**config.mk**
```make
export PLATFORM = sky130hd
export DESIGN_NAME = rll_decoder
export DESIGN_NICKNAME = d
export VERILOG_FILES = /design/src/rtl/rll_pkg.sv /design/src/rtl/rll_decoder.sv
export SDC_FILE = /design/constraint.sdc
export NUM_CORES = 1
export LEC_CHECK = 0
export ABC_AREA = 1
export CAP_MARGIN = 15
export CORE_MARGIN = 8
export CORE_UTILIZATION = 53
export CTS_BUF_LIST = sky130_fd_sc_hd__clkbuf_8
export DETAILED_ROUTE_END_ITERATION = 10
export PLACE_DENSITY = 0.92
export SLEW_MARGIN = 20
export SYNTH_ARGS = -nofsm -noshare
export SYNTH_HDL_FRONTEND = slang
export SYNTH_SLANG_ARGS = --single-unit
```
**constraint.sdc**
```tcl
create_clock -name clk_i -period 1.2 [get_ports clk_i]
set_input_delay 0.3 -clock clk_i [delete_from_list [all_inputs] [get_ports clk_i]]
set_output_delay 0.3 -clock clk_i [all_outputs]
set_load 0.05 [all_outputs]
```
**src/rtl/rll_pkg.sv**
```systemverilog
// Shared constants for the RLL(2,7) pair decoder: FSM states, pair encodings
// and the seven codeword -> data/length entries.
package rll_pkg;

    typedef enum logic [3:0] {
        ST_IDLE,
        ST_S00,
        ST_S01,
        ST_S10,
        ST_S0000,
        ST_S0001,
        ST_S0010,
        ST_S1001,
        ST_S000010,
        ST_S001001
    } rll_state_e;

    localparam logic [1:0] PAIR_00 = 2'b00;
    localparam logic [1:0] PAIR_01 = 2'b01;
    localparam logic [1:0] PAIR_10 = 2'b10;
    localparam logic [1:0] PAIR_11 = 2'b11;

    typedef struct packed {
        logic [3:0] data;
        logic [2:0] len;
    } rll_word_t;

    // Data is right-aligned: the first decoded bit sits at data[len-1].
    localparam rll_word_t CW_0100     = '{data: 4'b0010, len: 3'd2};
    localparam rll_word_t CW_1000     = '{data: 4'b0011, len: 3'd2};
    localparam rll_word_t CW_100100   = '{data: 4'b0010, len: 3'd3};
    localparam rll_word_t CW_000100   = '{data: 4'b0000, len: 3'd3};
    localparam rll_word_t CW_001000   = '{data: 4'b0011, len: 3'd3};
    localparam rll_word_t CW_00100100 = '{data: 4'b0010, len: 3'd4};
    localparam rll_word_t CW_00001000 = '{data: 4'b0011, len: 3'd4};

endpackage

```
**src/rtl/rll_decoder.sv**
```systemverilog
// RLL(2,7) decoder: walks a pair tree, emits registered data/len or an error
// pulse one cycle after the final pair. RLL_ERR_CNT_EN adds a saturating error counter.
module rll_decoder
    import rll_pkg::*;
(
    input  logic       clk_i,
    input  logic       rst_i,
    input  logic       valid_i,
    input  logic [1:0] code_i,
    output logic       valid_o,
    output logic [3:0] data_o,
    output logic [2:0] len_o,
    output logic       err_o
`ifdef RLL_ERR_CNT_EN
    ,
    output logic [7:0] err_cnt_o
`endif
);

    rll_state_e state_q, state_d;
    logic       emit_d, err_d;
    rll_word_t  word_d;
    logic       valid_q, err_q;
    logic [3:0] data_q;
    logic [2:0] len_q;

    // Any accepted pair not matched below is an error and is discarded.
    always_comb begin
        state_d = state_q;
        emit_d  = 1'b0;
        err_d   = 1'b0;
        word_d  = '0;
        if (valid_i) begin
            state_d = ST_IDLE;
            err_d   = 1'b1;
            unique case (state_q)
                ST_IDLE: begin
                    if (code_i == PAIR_00) begin
                        state_d = ST_S00;  err_d = 1'b0;
                    end else if (code_i == PAIR_01) begin
                        state_d = ST_S01;  err_d = 1'b0;
                    end else if (code_i == PAIR_10) begin
                        state_d = ST_S10;  err_d = 1'b0;
                    end
                end
                ST_S00: begin
                    if (code_i == PAIR_00) begin
                        state_d = ST_S0000; err_d = 1'b0;
                    end else if (code_i == PAIR_01) begin
                        state_d = ST_S0001; err_d = 1'b0;
                    end else if (code_i == PAIR_10) begin
                        state_d = ST_S0010; err_d = 1'b0;
                    end
                end
                ST_S01: begin
                    if (code_i == PAIR_00) begin
                        emit_d = 1'b1; err_d = 1'b0; word_d = CW_0100;
                    end
                end
                ST_S10: begin
                    if (code_i == PAIR_00) begin
                        emit_d = 1'b1; err_d = 1'b0; word_d = CW_1000;
                    end else if (code_i == PAIR_01) begin
                        state_d = ST_S1001; err_d = 1'b0;
                    end
                end
                ST_S1001: begin
                    if (code_i == PAIR_00) begin
                        emit_d = 1'b1; err_d = 1'b0; word_d = CW_100100;
                    end
                end
                ST_S0000: begin
                    if (code_i == PAIR_10) begin
                        state_d = ST_S000010; err_d = 1'b0;
                    end
                end
                ST_S0001: begin
                    if (code_i == PAIR_00) begin
                        emit_d = 1'b1; err_d = 1'b0; word_d = CW_000100;
                    end
                end
                ST_S0010: begin
                    if (code_i == PAIR_00) begin
                        emit_d = 1'b1; err_d = 1'b0; word_d = CW_001000;
                    end else if (code_i == PAIR_01) begin
                        state_d = ST_S001001; err_d = 1'b0;
                    end
                end
                ST_S001001: begin
                    if (code_i == PAIR_00) begin
                        emit_d = 1'b1; err_d = 1'b0; word_d = CW_00100100;
                    end
                end
                ST_S000010: begin
                    if (code_i == PAIR_00) begin
                        emit_d = 1'b1; err_d = 1'b0; word_d = CW_00001000;
                    end
                end
                default: begin
                    state_d = ST_IDLE;
                end
            endcase
        end
    end

    always_ff @(posedge clk_i or negedge rst_i) begin
        if (!rst_i) begin
            state_q <= ST_IDLE;
            valid_q <= 1'b0;
            err_q   <= 1'b0;
            data_q  <= '0;
            len_q   <= '0;
        end else begin
            state_q <= state_d;
            valid_q <= emit_d;
            err_q   <= err_d;
            if (emit_d) begin
                data_q <= word_d.data;
                len_q  <= word_d.len;
            end
        end
    end

    assign valid_o = valid_q;
    assign err_o   = err_q;
    assign data_o  = data_q;
    assign len_o   = len_q;

`ifdef RLL_ERR_CNT_EN
    logic [7:0] err_cnt_q;

    always_ff @(posedge clk_i or negedge rst_i) begin
        if (!rst_i) begin
            err_cnt_q <= '0;
        end else if (err_d && (err_cnt_q != 8'hFF)) begin
            err_cnt_q <= err_cnt_q + 8'd1;
        end
    end

    assign err_cnt_o = err_cnt_q;
`endif

endmodule

```
# Word-level counts from Yosys, hierarchy flattened
# Cells that the tools add are included.
[classes] reduce_logical=6 n_eq_ne=11 n_mux=32
[op_table] op="2-to-1 mux 5 bit" n=7
[op_table] op="one-hot mux 5 bit (7 select lines)" n=1
[op_table] op="one-hot mux 4 bit (5 select lines)" n=1
[op_table] op="== test 4 x 3 -> 1 bit, second input constant" n=4
[op_table] op="2-to-1 mux 3 bit" n=5
[op_table] op="2-to-1 mux 4 bit" n=3
[op_table] op="2-to-1 mux 1 bit" n=10
[op_table] op="== test 4 x 2 -> 1 bit, second input constant" n=2
[op_table] op="== test 4 bit, second input constant" n=2
[op_table] op="2-to-1 mux 2 bit" n=4
[op_table] op="OR reduction 7 bit" n=1
[op_table] op="OR reduction 5 bit" n=1
[op_table] op="== test 4 x 1 -> 1 bit, second input constant" n=1
[op_table] op="zero test 4 bit" n=1
[op_table] op="one-hot mux 1 bit (4 select lines)" n=1
[op_table] op="OR reduction 2 bit" n=2
[op_table] op="== test 2 x 1 -> 1 bit, second input constant" n=1
[op_table] op="== test 2 bit, second input constant" n=1
[op_table] op="zero test 2 bit" n=1
[word_totals] input_bits=5 register_bits=13

# Depth between registers and ports, before layout
# Gate-level depths: netlist (run 1).
[depth] ltp_word=6 mapped_depth=9 depth_no_buf=8

# Least setup slack after synthesis (run 1)
# No wires, ideal clock.
[synth_timing] path_kind="flip-flop to flip-flop" startpoint="register state_q[3]" endpoint="register state_q[2]" setup_time_ns=0.074 setup_slack_ns=0.054 n_path_buf=0 stages_incl_launch_ff=8 arrival_ns=1.072 cell_sequence="dfrtp_1 -> nor2_2 -> inv_2 -> nor2_4 -> inv_2 -> o21ai_2 -> nand2_1 -> o21ai_2"
[synth_between] elab_chain_cells=2
[synth_lines] element="start, declared" line="rll_decoder.sv:20" text="rll_state_e state_q, state_d;"
[synth_lines] element="start signal, assigned" line="rll_decoder.sv:114" text="state_q <= state_d;"
[synth_lines] element="== test 4 x 3 -> 1 bit (tied with other cells)" line="rll_decoder.sv:36" text="unique case (state_q)"
[synth_lines] element="one-hot mux 4 bit (5 select lines) (*)" line="rll_decoder.sv:36"
# Mark *: on every way between the ends. The rest lies on a longest branch, timed or not.
# A chain may end at the register's enable or synchronous reset.

# Worst setup path in the final report (run 1)
[layout_timing] startpoint="register state_q[1]" endpoint="register data_q[1], in the netlist data_o[1]"
[layout_between] elab_chain_cells=4
[layout_lines] element="== test 4 bit (tied with other cells)" line="rll_decoder.sv:36"
[layout_lines] element="OR reduction 7 bit (no line)"
[layout_lines] element="2-to-1 mux 1 bit"
[layout_lines] element="2-to-1 mux 1 bit" line="rll_decoder.sv:33" text="if (valid_i) begin"
[layout_lines] element="end signal, assigned" line="rll_decoder.sv:118" text="data_q <= word_d.data;"
[layout_lines] element="end, declared" line="rll_decoder.sv:24" text="logic [3:0] data_q;"
# Several ways; a longest one is shown, not always the timed one.

==> flow_summary.json, run 1 <==
{
  "slowest_delay_ps": 480,
  "setup_violations": 8,
  "path_depth": 8,
  "leakagePower_nw": 0.583,
  "synth_area_um2": 761,
  "critPathTopFamily": "simple AND/OR/NAND/NOR gates",
  "p_seq_share_pct": 27.1,
  "regArea_um2": 280,
  "pwr_density_cell_mw_per_mm2": 2440,
  "worst_path_max_delay_cell": "dfrtp_2",
  "setup_ws_ps": -83.0,
  "hold_path.class": "in -> async",
  "io_pins": 14,
  "synth.distinct_cells": 20,
  "ant_nets": 0,
  "grt_usage_pct": 20.6,
  "path_buf_inv": 1,
  "crit_arrival_ps": 1460,
  "cap_violations": 0,
  "rows": 13,
  "r2r_setup_slack_ps": -80,
  "die_area_mm2": 0.00290,
  "intPower_w": 0.00148,
  "n_antenna_cell": 0,
  "r2r-start": "state_q[1]$_DFFE_PN0P_",
  "ys_ff_latch": 11,
  "seq_area_frac_synth_pct": 36.2,
  "drt-pass1-iter-count": 4,
  "dp_hpwl_um": 1520,
  "grt_pass1_vias": 864,
  "layout-drive-gt1-share_pct": 45.4,
  "start_util_pct": 57.7,
  "finalWirelength_um": 2790,
  "cts_buffers": 3,
  "cts.sinks": 11,
  "worstPathRequired_ps": 1380,
  "slew_violations": 0,
  "synth_edf_count": 0,
  "cp-startpoint": "state_q[1]$_DFFE_PN0P_",
  "pwr-share-comb_pct": 59.8,
  "finalSetupTns_ps": -362,
  "drtIter0Drc": 52,
  "async_flop_share_pct": 100,
  "cts_tree": "built",
  "grt_max_degree": 12,
  "avgRoutedWirePerCell_um": 19.2,
  "final_cell_mix": "nand2_1 (29), nand3_1 (11), buf_4 (11)",
  "layout_min_cycle_time_ps": 1280,
  "skew_ps": 2.96,
  "power.switching_w": 0.00142,
  "synth_cells": 104,
  "outcome": "finished, violations left",
  "peakVddDrop_mv": 1.40,
  "pwr-share-clk_pct": 13.1,
  "worst-path-max-fanout": 7,
  "core_mm2": 0.00132,
  "viasPerCell": 6.26,
  "fp.dieH_um": 53.9,
  "r2r_end": "data_o[1]$_DFFE_PN0P_",
  "root_buffer": "clkbuf_8",
  "rr_worst_depth": 8,
  "hold_violations": 0,
  "setup.worst_path.class": "reg -> reg",
  "vias": 908,
  "fin_nets": 141,
  "fillers": 54,
  "path_cells": "inv_4 > nor2_4 > nand2_2 > o21ai_0 > nand2_1 > nand2_1 > nand2_1 > nand2_1",
  "fmax_mhz": 779,
  "period_share_pct": 107,
  "failed_checks": "setup timing",
  "clk_latency_ps": 240,
  "syn_avg_cell_area_um2": 7.31,
  "place.gp.congestion": 0.984,
  "switching_share_pct": 49.0,
  "ys_warn_count": 0,
  "multi_input_area_um2": 495,
  "antenna_found_initial": 0,
  "clk_path_buf_depth": 2,
  "critical_path.most_common_cell": "nand2_1",
  "hold_ws_ps": 349,
  "final_common_cell": "nand2_1",
  "cts_htree_levels": 1,
  "drc": 0,
  "grt_overflow_total": 0,
  "crit_path_end": "data_o[1]$_DFFE_PN0P_",
  "grt_setup_unrepaired": "true",
  "crit_path_end_kind": "flop",
  "area_growth_pct": 56.1,
  "ys.flop_type": "dfrtp_1",
  "die_x_um": 53.9,
  "clk_pin_slew_ps": 50,
  "cp-start-kind": "flop",
  "grt_pass1_wl_um": 4260,
  "io_buffer_count": 11
}
-- registers in the layout, summed over array words and instances, names as in the netlist --
name and cells:
state_q 4, len_o 3, data_o 2, err_o 1, valid_o 1
-- routing by layer --
metal | vias to the layer above | global-route usage, % | share of wire [%]
met5 | - | 0 | 0
met3 | 25 | 2.48 | 8.9
met4 | 0 | 10.9 | 6.0
met2 | 79 | 37.3 | 49
met1 | 422 | 22.7 | 37
li1 | 382 | - | -
-- how the worst min path moves through the flow --
stage | to | slack (ps) | from | cells past startpoint
after floorplan | data_o[0]$_DFFE_PN0P_ | 4 | rst_i | 0
after global placement | len_o[1]$_DFFE_PN0P_ | 530 | len_o[1]$_DFFE_PN0P_ | 2
after detailed placement | len_o[2]$_DFFE_PN0P_ | 550 | len_o[2]$_DFFE_PN0P_ | 2
after CTS | data_o[1]$_DFFE_PN0P_ | 350 | rst_i | 2
after global routing | valid_o$_DFF_PN0_ | 370 | rst_i | 2
final | data_o[1]$_DFFE_PN0P_ | 350 | rst_i | 2
-- cells in the mapped netlist, types with 2 or more instances --
| cell type | instances | area (µm²) |
|---|---|---|
| o21ai_0 | 4 | 20.0 |
| buf_4 | 3 | 22.5 |
| dfrtp_1 | 11 | 275 |
| o21ai_1 | 2 | 10.0 |
| o21ai_2 | 3 | 26.3 |
| nand3_1 | 14 | 70.1 |
| nor2_4 | 2 | 22.5 |
| nand2_1 | 33 | 124 |
| nor2_1 | 5 | 18.8 |
| ha_1 | 5 | 62.6 |
| inv_2 | 7 | 26.3 |
| inv_1 | 6 | 22.5 |
| nor2_2 | 2 | 12.5 |
-- layout make-up --
type	count	share of cell area, %
multi-input cells	77	41.7
repair buffers	25	24.8
flip-flops and latches	11	23.6
inverters	13	4.53
clock buffers	3	3.48
well taps	15	1.58
clock inverters	1	0.316
-- stage by stage --
stage	setup slack, ps	utilization (%)	cell area [µm²]	instances	total power, W
3_5_place_dp	-507	76.7	1010	137	0.00216
4_1_cts	-12.4	88.0	1160	144	0.00273
3_3_place_gp	-448	76.7	1010	137	0.00211
5_1_grt	-152	90.1	1190	145	0.00302
6_report	-83.0	90.1	1190	145	0.00290
2_1_floorplan	54.3	-	764	105	0.00152
-- repair_timing --
| item | 4_1_cts | 5_1_grt |
|---|---|---|
| hold buffers | 0 | 0 |
| resized for setup | 27 | 5 |
| pin swaps | 4 | 7 |
| gates cloned | 0 | 0 |
| endpoints found under the setup margin | 11 | 10 |
| hold endpoints to repair | 0 | 0 |
| buffers inserted | 3 | 1 |
-- kinds of logic (layout without fill, tap and decap cells) --
group	count (synthesis)	in the layout	share of synthesized area, %
buffers and inverters	17	42	10.0
AND/OR/NAND/NOR	59	59	35.9
AO/OA/AOI/OAI	11	11	9.21
flip-flops	11	11	36.2
adder cells (fa/ha/maj)	5	5	8.22
other	1	2	0.493
-- worst reg2reg max path: stages, from the launching register on --
cell and delay [ps]:
dfrtp_2 480, inv_4 100, nor2_4 160, nand2_2 90, o21ai_0 120, nand2_1 80, nand2_1 70, nand2_1 50
nand2_1 70
-- power by group through the flow --
stage	combinational (W)	clock [W]	sequential [W]
after floorplan	0.000596	0	0.000919
after global placement	0.00141	0	0.000699
after detailed placement	0.00145	0	0.000709
after CTS	0.00161	0.000375	0.000743
after global routing	0.00181	0.000408	0.000799
final	0.00174	0.000380	0.000786
(Power assumes the default switching activity.)
==> inputs of run 2 (changes only) <==
ABC_AREA = not set   (was 1)
CORE_UTILIZATION = 52   (was 53)
CTS_BUF_LIST = sky130_fd_sc_hd__clkbuf_4 sky130_fd_sc_hd__clkbuf_8   (was sky130_fd_sc_hd__clkbuf_8)
PLACE_DENSITY = 0.91   (was 0.92)
==> flow_summary.json, run 2 <==
{
  "area_growth_pct": 73.4,
  "yosys-top-cells-count": "dfrtp_1 (11), nand2_1 (8), inv_1 (7), nor2_1 (6), o21ai_0 (6)",
  "clk_pin_slew_ps": 80,
  "io_pins": 14,
  "synth_cells": 84,
  "place.gp.congestion": 0.874,
  "avgRoutedWirePerCell_um": 25.1,
  "ant_nets": 0,
  "peakVddDrop_mv": 1.70,
  "path_buf_inv": 0,
  "synth.top_cell.area_share_pct": 37.9,
  "cts.sinks": 11,
  "hold_violations": 0,
  "async_flop_share_pct": 100,
  "worst-path-max-fanout": 2,
  "drt-pass1-iter-count": 7,
  "path_cells": "or3b_4 > o21a_1 > nor2_2 > mux2_4",
  "skew_ps": 3.12,
  "regMostFlops": "state_q",
  "root_buffer": "clkbuf_4",
  "failed_checks": "setup timing",
  "final_cell_mix": "buf_4 (24), dfrtp_1 (11), nand2_1 (7), buf_12 (7)",
  "grt_usage_pct": 20.9,
  "fillers": 21,
  "drc": 0,
  "grt_max_degree": 15,
  "core_mm2": 0.00130,
  "die_area_mm2": 0.00285,
  "switching_share_pct": 49.1,
  "fmax_mhz": 650,
  "cts_tree": "built",
  "layout-drive-gt1-share_pct": 53.3,
  "n_antenna_cell": 0,
  "setup.worst_path.class": "reg -> reg",
  "worst_path_max_delay_cell": "or3b_4",
  "layout_min_cycle_time_ps": 1540,
  "viasPerCell": 6.94,
  "outcome": "finished, violations left",
  "ys_warn_count": 0,
  "finalWirelength_um": 3380,
  "postLayoutCoreUtil_pct": 96.7,
  "intPower_w": 0.00162,
  "synth_top_area_cell": "dfrtp_1",
  "critPathTopFamily": "simple AND/OR/NAND/NOR gates",
  "setup_violations": 10,
  "worstPathRequired_ps": 1350,
  "crit_path_end_kind": "flop",
  "grt_setup_unrepaired": "true",
  "grt_pass1_vias": 860,
  "netlist_top_cells_area": "dfrtp_1 (38%), ha_1 (8.6%), o21ai_0 (4.1%)",
  "period_share_pct": 128,
  "antenna_found_initial": 0,
  "synth_edf_count": 0,
  "pwr_density_cell_mw_per_mm2": 2520,
  "power.switching_w": 0.00156,
  "yosysMostFrequentCell": "dfrtp_1",
  "cap_violations": 0,
  "placed_cell_area_mm2": 0.00107,
  "ys_ff_latch": 11,
  "largest_reg_flops": 4,
  "cp-start-kind": "flop",
  "pwr-share-clk_pct": 8.9,
  "seq_area_frac_synth_pct": 37.9,
  "hold_path.class": "in -> async",
  "pwr-share-comb_pct": 70.0,
  "syn_avg_cell_area_um2": 8.64,
  "grt_overflow_total": 0,
  "rows": 13,
  "leakagePower_nw": 0.575,
  "grt_pass1_wl_um": 4280,
  "fin_nets": 131,
  "vias": 937,
  "path_depth": 4,
  "p_seq_share_pct": 21.1,
  "synth.distinct_cells": 30,
  "start_util_pct": 55.8,
  "stdcell_area_mm2": 0.00126,
  "cts_buffers": 3,
  "fp.dieH_um": 53.4,
  "slowest_delay_ps": 410,
  "clk_path_buf_depth": 2,
  "cts_hold_buf": 0,
  "rr_worst_depth": 4,
  "synth_area_um2": 726,
  "clk_latency_ps": 270,
  "ys.flop_type": "dfrtp_1",
  "drtIter0Drc": 106,
  "dp_hpwl_um": 1760,
  "die_x_um": 53.4,
  "crit_arrival_ps": 1690,
  "setup_ws_ps": -339,
  "final_common_cell": "buf_4",
  "cts_htree_levels": 1,
  "io_buffer_count": 11,
  "slew_violations": 0
}
==> run 2: kinds of logic (layout without fill, tap and decap cells) <==
kind of cell	count (synthesis)	in the layout	synth area share [%]
and+or+nand+nor	28	28	19.1
AOI/OAI and AO/OA	23	23	21.2
buffers and inverters	13	48	8.27
DFF	11	11	37.9
adders and majority gates	5	5	8.62
muxes	3	3	4.31
other	1	2	0.517
==> run 2: layout make-up <==
cell class / instances / area [µm²] / share of cell area, %
flip-flops and latches: 11 / 275 / 21.9
inverters: 7 / 26.3 / 2.09
multi-input cells: 61 / 537 / 42.6
well taps: 15 / 18.8 / 1.49
repair buffers: 37 / 372 / 29.5
clock buffers: 4 / 30.0 / 2.39
==> run 2: worst paths after layout <==
kind	from	to	slack (ps)
max in group asynchronous	rst_i	err_o$_DFF_PN0_	690
hold reg to reg	len_o[2]$_DFFE_PN0P_	len_o[2]$_DFFE_PN0P_	630
setup reg to reg	state_q[2]$_DFFE_PN0P_	len_o[0]$_DFFE_PN0P_	-340
setup / recovery	state_q[2]$_DFFE_PN0P_	len_o[0]$_DFFE_PN0P_	-340
hold / removal	rst_i	data_o[1]$_DFFE_PN0P_	360
min in group clk_i	valid_i	valid_o$_DFF_PN0_	610
==> run 2: timing repair <==
item	in CTS	in global routing
pin swaps	5	4
endpoints found under the setup margin	10	13
buffers inserted	1	3
gates resized for setup	21	18
==> run 2: power groups by stage <==
stage | Combinational [W] | Sequential (W) | Clock, W
finish | 0.00222 | 0.000670 | 0.000282
detailed placement | 0.00173 | 0.000649 | 0
global placement | 0.00165 | 0.000636 | 0
global route | 0.00226 | 0.000674 | 0.000323
CTS | 0.00184 | 0.000645 | 0.000286
floorplan | 0.000625 | 0.000912 | 0
==> run 2: metal layers <==
layer / share of wire, % / wire, µm / track usage, % / up-vias
li1: - / - / - / 363
met2: 45 / 1520 / 37.5 / 105
met5: 0 / 0 / 0 / -
met4: 11 / 382 / 12.2 / 0
met1: 32 / 1090 / 21.6 / 422
met3: 12 / 395 / 4.48 / 47
==> run 2: through the flow <==
step	power, W	cells	TNS [ps]	worst slack (ps)	hold WS (ps)
2_1_floorplan	0.00154	85	-320	-224	4.41
3_3_place_gp	0.00229	127	-5060	-593	536
3_5_place_dp	0.00238	127	-6110	-728	551
4_1_cts	0.00277	132	-775	-269	321
5_1_grt	0.00326	135	-1560	-340	340
6_report	0.00318	135	-1380	-339	362
==> inputs of run 3 (changes only) <==
CORE_MARGIN = not set   (was 8)
SKIP_CTS_REPAIR_TIMING = 1   (was not set)
==> flow_summary.json, run 3 (synthesis gave the netlist of run 2 again) <==
{
  "layout.cells.non_filler": 131,
  "cp-start-kind": "flop",
  "n_antenna_cell": 0,
  "fp.dieH_um": 39.4,
  "outcome": "finished, violations left",
  "grt_pass1_vias": 690,
  "setup_ws_ps": -304,
  "r2r-start": "state_q[1]$_DFFE_PN0P_",
  "worstPathRequired_ps": 1370,
  "fillers": 59,
  "finalWirelength_um": 2480,
  "layout_min_cycle_time_ps": 1500,
  "cts_buffers": 3,
  "grt_setup_unrepaired": "true",
  "multi_input_area_um2": 455,
  "regMostFlops": "state_q",
  "period_share_pct": 125,
  "cap_violations": 0,
  "regArea_um2": 275,
  "peakVddDrop_mv": 1.62,
  "root_buffer": "clkbuf_4",
  "leakagePower_nw": 0.567,
  "fmax_mhz": 665,
  "dp_hpwl_um": 1570,
  "avgRoutedWirePerCell_um": 18.9,
  "fin_nets": 127,
  "grt_max_degree": 15,
  "ant_nets": 0,
  "placement.setup.worst_slack_ps": -693,
  "antenna_found_initial": 0,
  "cts_tree": "built",
  "area_growth_pct": 61.2,
  "final_cell_mix": "buf_4 (19), dfrtp_1 (11), nand2_1 (7), buf_12 (7)",
  "drtIter0Drc": 39,
  "worst-path-max-fanout": 2,
  "failed_checks": "DRC, setup timing",
  "crit_path_end_kind": "flop",
  "grt_overflow_total": 0,
  "slew_violations": 0,
  "hold_violations": 0,
  "rows": 13,
  "dp_cells": 125,
  "setup_violations": 7,
  "largest_reg_flops": 4,
  "die_area_mm2": 0.00155,
  "start_util_pct": 55.8,
  "pwr_density_cell_mw_per_mm2": 2460,
  "clk_pin_slew_ps": 70,
  "core_mm2": 0.00130,
  "skew_ps": 0.300,
  "grt_pass1_wl_um": 3020,
  "postLayoutCoreUtil_pct": 89.9,
  "drc": 1,
  "viasPerCell": 6.20,
  "drt-pass1-iter-count": 7,
  "cp-startpoint": "state_q[1]$_DFFE_PN0P_",
  "clk_latency_ps": 280,
  "clk_path_buf_depth": 2,
  "io_pins": 14,
  "setup.worst_path.class": "reg -> reg",
  "layout-drive-gt1-share_pct": 42.2,
  "io_buffer_count": 11,
  "cts.sinks": 11,
  "place.gp.congestion": 0.879,
  "hold_path.class": "in -> async",
  "grt_usage_pct": 30.4,
  "crit_arrival_ps": 1680,
  "cts_htree_levels": 1,
  "vias": 812,
  "die_x_um": 39.4,
  "final_common_cell": "buf_4"
}
[run 3: cell types whose count changed in the layout (fill, tap and decap cells not counted), sizes merged]
cell / previous run / this run
buf: 33 / 29
dlymetal6s2s: 0 / 3
clkbuf: 6 / 4
dlygate4sd2: 1 / 0
[run 3: path summary, 6_finish.rpt]
kind / end / slack [ps] / depth (start not counted)
min in group clk_i: state_q[1]$_DFFE_PN0P_ / 520 / 4
setup reg to reg: len_o[0]$_DFFE_PN0P_ / -300 / 4
setup / recovery: len_o[0]$_DFFE_PN0P_ / -300 / 4
hold reg to reg: len_o[0]$_DFFE_PN0P_ / 580 / 1
max in group asynchronous: valid_o$_DFF_PN0_ / 740 / 2
hold / removal: len_o[1]$_DFFE_PN0P_ / 320 / 2
[run 3: critical path, cell delays in order (launching register included)]
cell	delay, ps
dfrtp_1	390
or3b_4	400
o21a_1	140
nor2_2	150
mux2_4	310
[run 3: per-stage QoR]
| stage | hold WS [ps] | setup TNS [ps] | cell area, µm² | total power [W] |
|---|---|---|---|---|
| 6_report | 317 | -1150 | 1170 | 0.00288 |
| 5_1_grt | 335 | -1420 | 1170 | 0.00300 |
| 4_1_cts | 322 | -3040 | 1080 | 0.00266 |
| 3_5_place_dp | 542 | -6210 | 1050 | 0.00237 |
| 3_3_place_gp | 536 | -5490 | 1050 | 0.00228 |
| 2_1_floorplan | 4.41 | -320 | 738 | 0.00154 |
[run 3: cell type report]
class                           count  share of cell area [%]
Sequential cell                    11                    23.5
Tap cell                           15                    1.60
Clock buffer                        4                    2.57
Multi-Input combinational cell     61                    38.9
Inverter                            7                    2.25
Timing Repair Buffer               33                    31.1
[run 3: per-layer routing]
layer | vias up | wire length (µm) | GRT usage (%)
met4 | 0 | 108 | 12.9
met3 | 16 | 206 | 5.11
li1 | 355 | - | -
met2 | 61 | 1230 | 56.7
met5 | - | 0 | 0
met1 | 380 | 929 | 33.2
[run 3: power breakdown]
| part | total [W] | switching (W) | internal [W] | leakage, nW |
|---|---|---|---|---|
| sequential | 0.000656 | 0.000142 | 0.000514 | 0.140 |
| combinational | 0.00193 | 0.00105 | 0.000885 | 0.408 |
| clock | 0.000289 | 0.000137 | 0.000152 | 0.0184 |
| total | 0.00288 | 0.00133 | 0.00155 | 0.567 |
==> RTL edit: new RTL, settings of run 3 <==
The option `RLL_ERR_CNT_EN` is turned on by a define.
--- a/src/rtl/rll_decoder.sv
+++ b/src/rtl/rll_decoder.sv
@@ -2,2 +2,4 @@
 // pulse one cycle after the final pair. RLL_ERR_CNT_EN adds a saturating error counter.
+`define RLL_ERR_CNT_EN
+
 module rll_decoder
Behaviour (old outputs only; new: err_cnt_o): unchanged (Yosys induction, for registers that start in step).
==> RTL edit against run 3 <==
The run now fails in 5_1_grt. Synthesized area up 54%.
==> RTL edit: results (changes against run 3) <==
[synth]
ys_seq_area_frac = 0.426  ; +0.0462
synth_area_leaders = dfrtp_1 43%, ha_1 6.7%, xor2_1 4.7%
synthCells = 115  ; +37%
yosysUniqueCellTypes = 40  ; +33%
synth-warning-count = 0  ; unchanged
synthArstFlopShare = 1.00  ; unchanged
synth_commonest_cells = 19 x dfrtp_1, 11 x nand2_1, 10 x inv_1

[sta]
worst_endpoint = err_cnt_o[7]$_DFFE_PN0P_/D
worst_endpoint_kind = register data pin

[clock_tree]
cts_buffer_depth = 2  ; unchanged
htreeDepth = 1  ; unchanged
cts_buffers = 3  ; unchanged
cts_root_buf = clkbuf_4
numClockSinks = 19  ; +8

[place]
routabilityCongestion = 0.976  ; +11%
place_inst = 192  ; +54%
portBuffers = 19  ; +8
dp_hpwl_um = 2870  ; +83%

[grt]
grt_start_max_net_pins = 20

[status]
outcome = did not finish
stop_stage = 5_1_grt
tool.error = [ERROR DPL-0038] Utilization greater than 100%, impossible to legalize

-- RTL edit: cell types whose count changed after synthesis, sizes merged, moves of 3 or more --
| cell | delta |
|---|---|
| xor2 | +6 |
| dfrtp | +8 |
| nand2 | +3 |
| inv | +4 |
| a21oi | +3 |
| a31oi | -3 |
-- RTL edit: metrics by stage --
stage                      util  worst slack [ns]  instance area, sq um  hold slack [ns]  setup TNS (ns)
after floorplan               -            -0.354                  1190          0.00441           -3.12
after global placement    0.914            -0.895                  1810            0.518          -12.66
after detailed placement  0.914             -1.00                  1810            0.545          -14.85
after CTS                 0.928            -0.778                  1840            0.330          -11.87
-- RTL edit: kinds of logic after synthesis --
kind of cell	Yosys count	share of synthesized area
simple gates	34	0.161
compound gates	27	0.170
flops	19	0.426
buf+inv	19	0.0985
xor+xnor	7	0.0549
fa+ha+maj	6	0.0672
mux	2	0.0190
other cells	1	0.00336
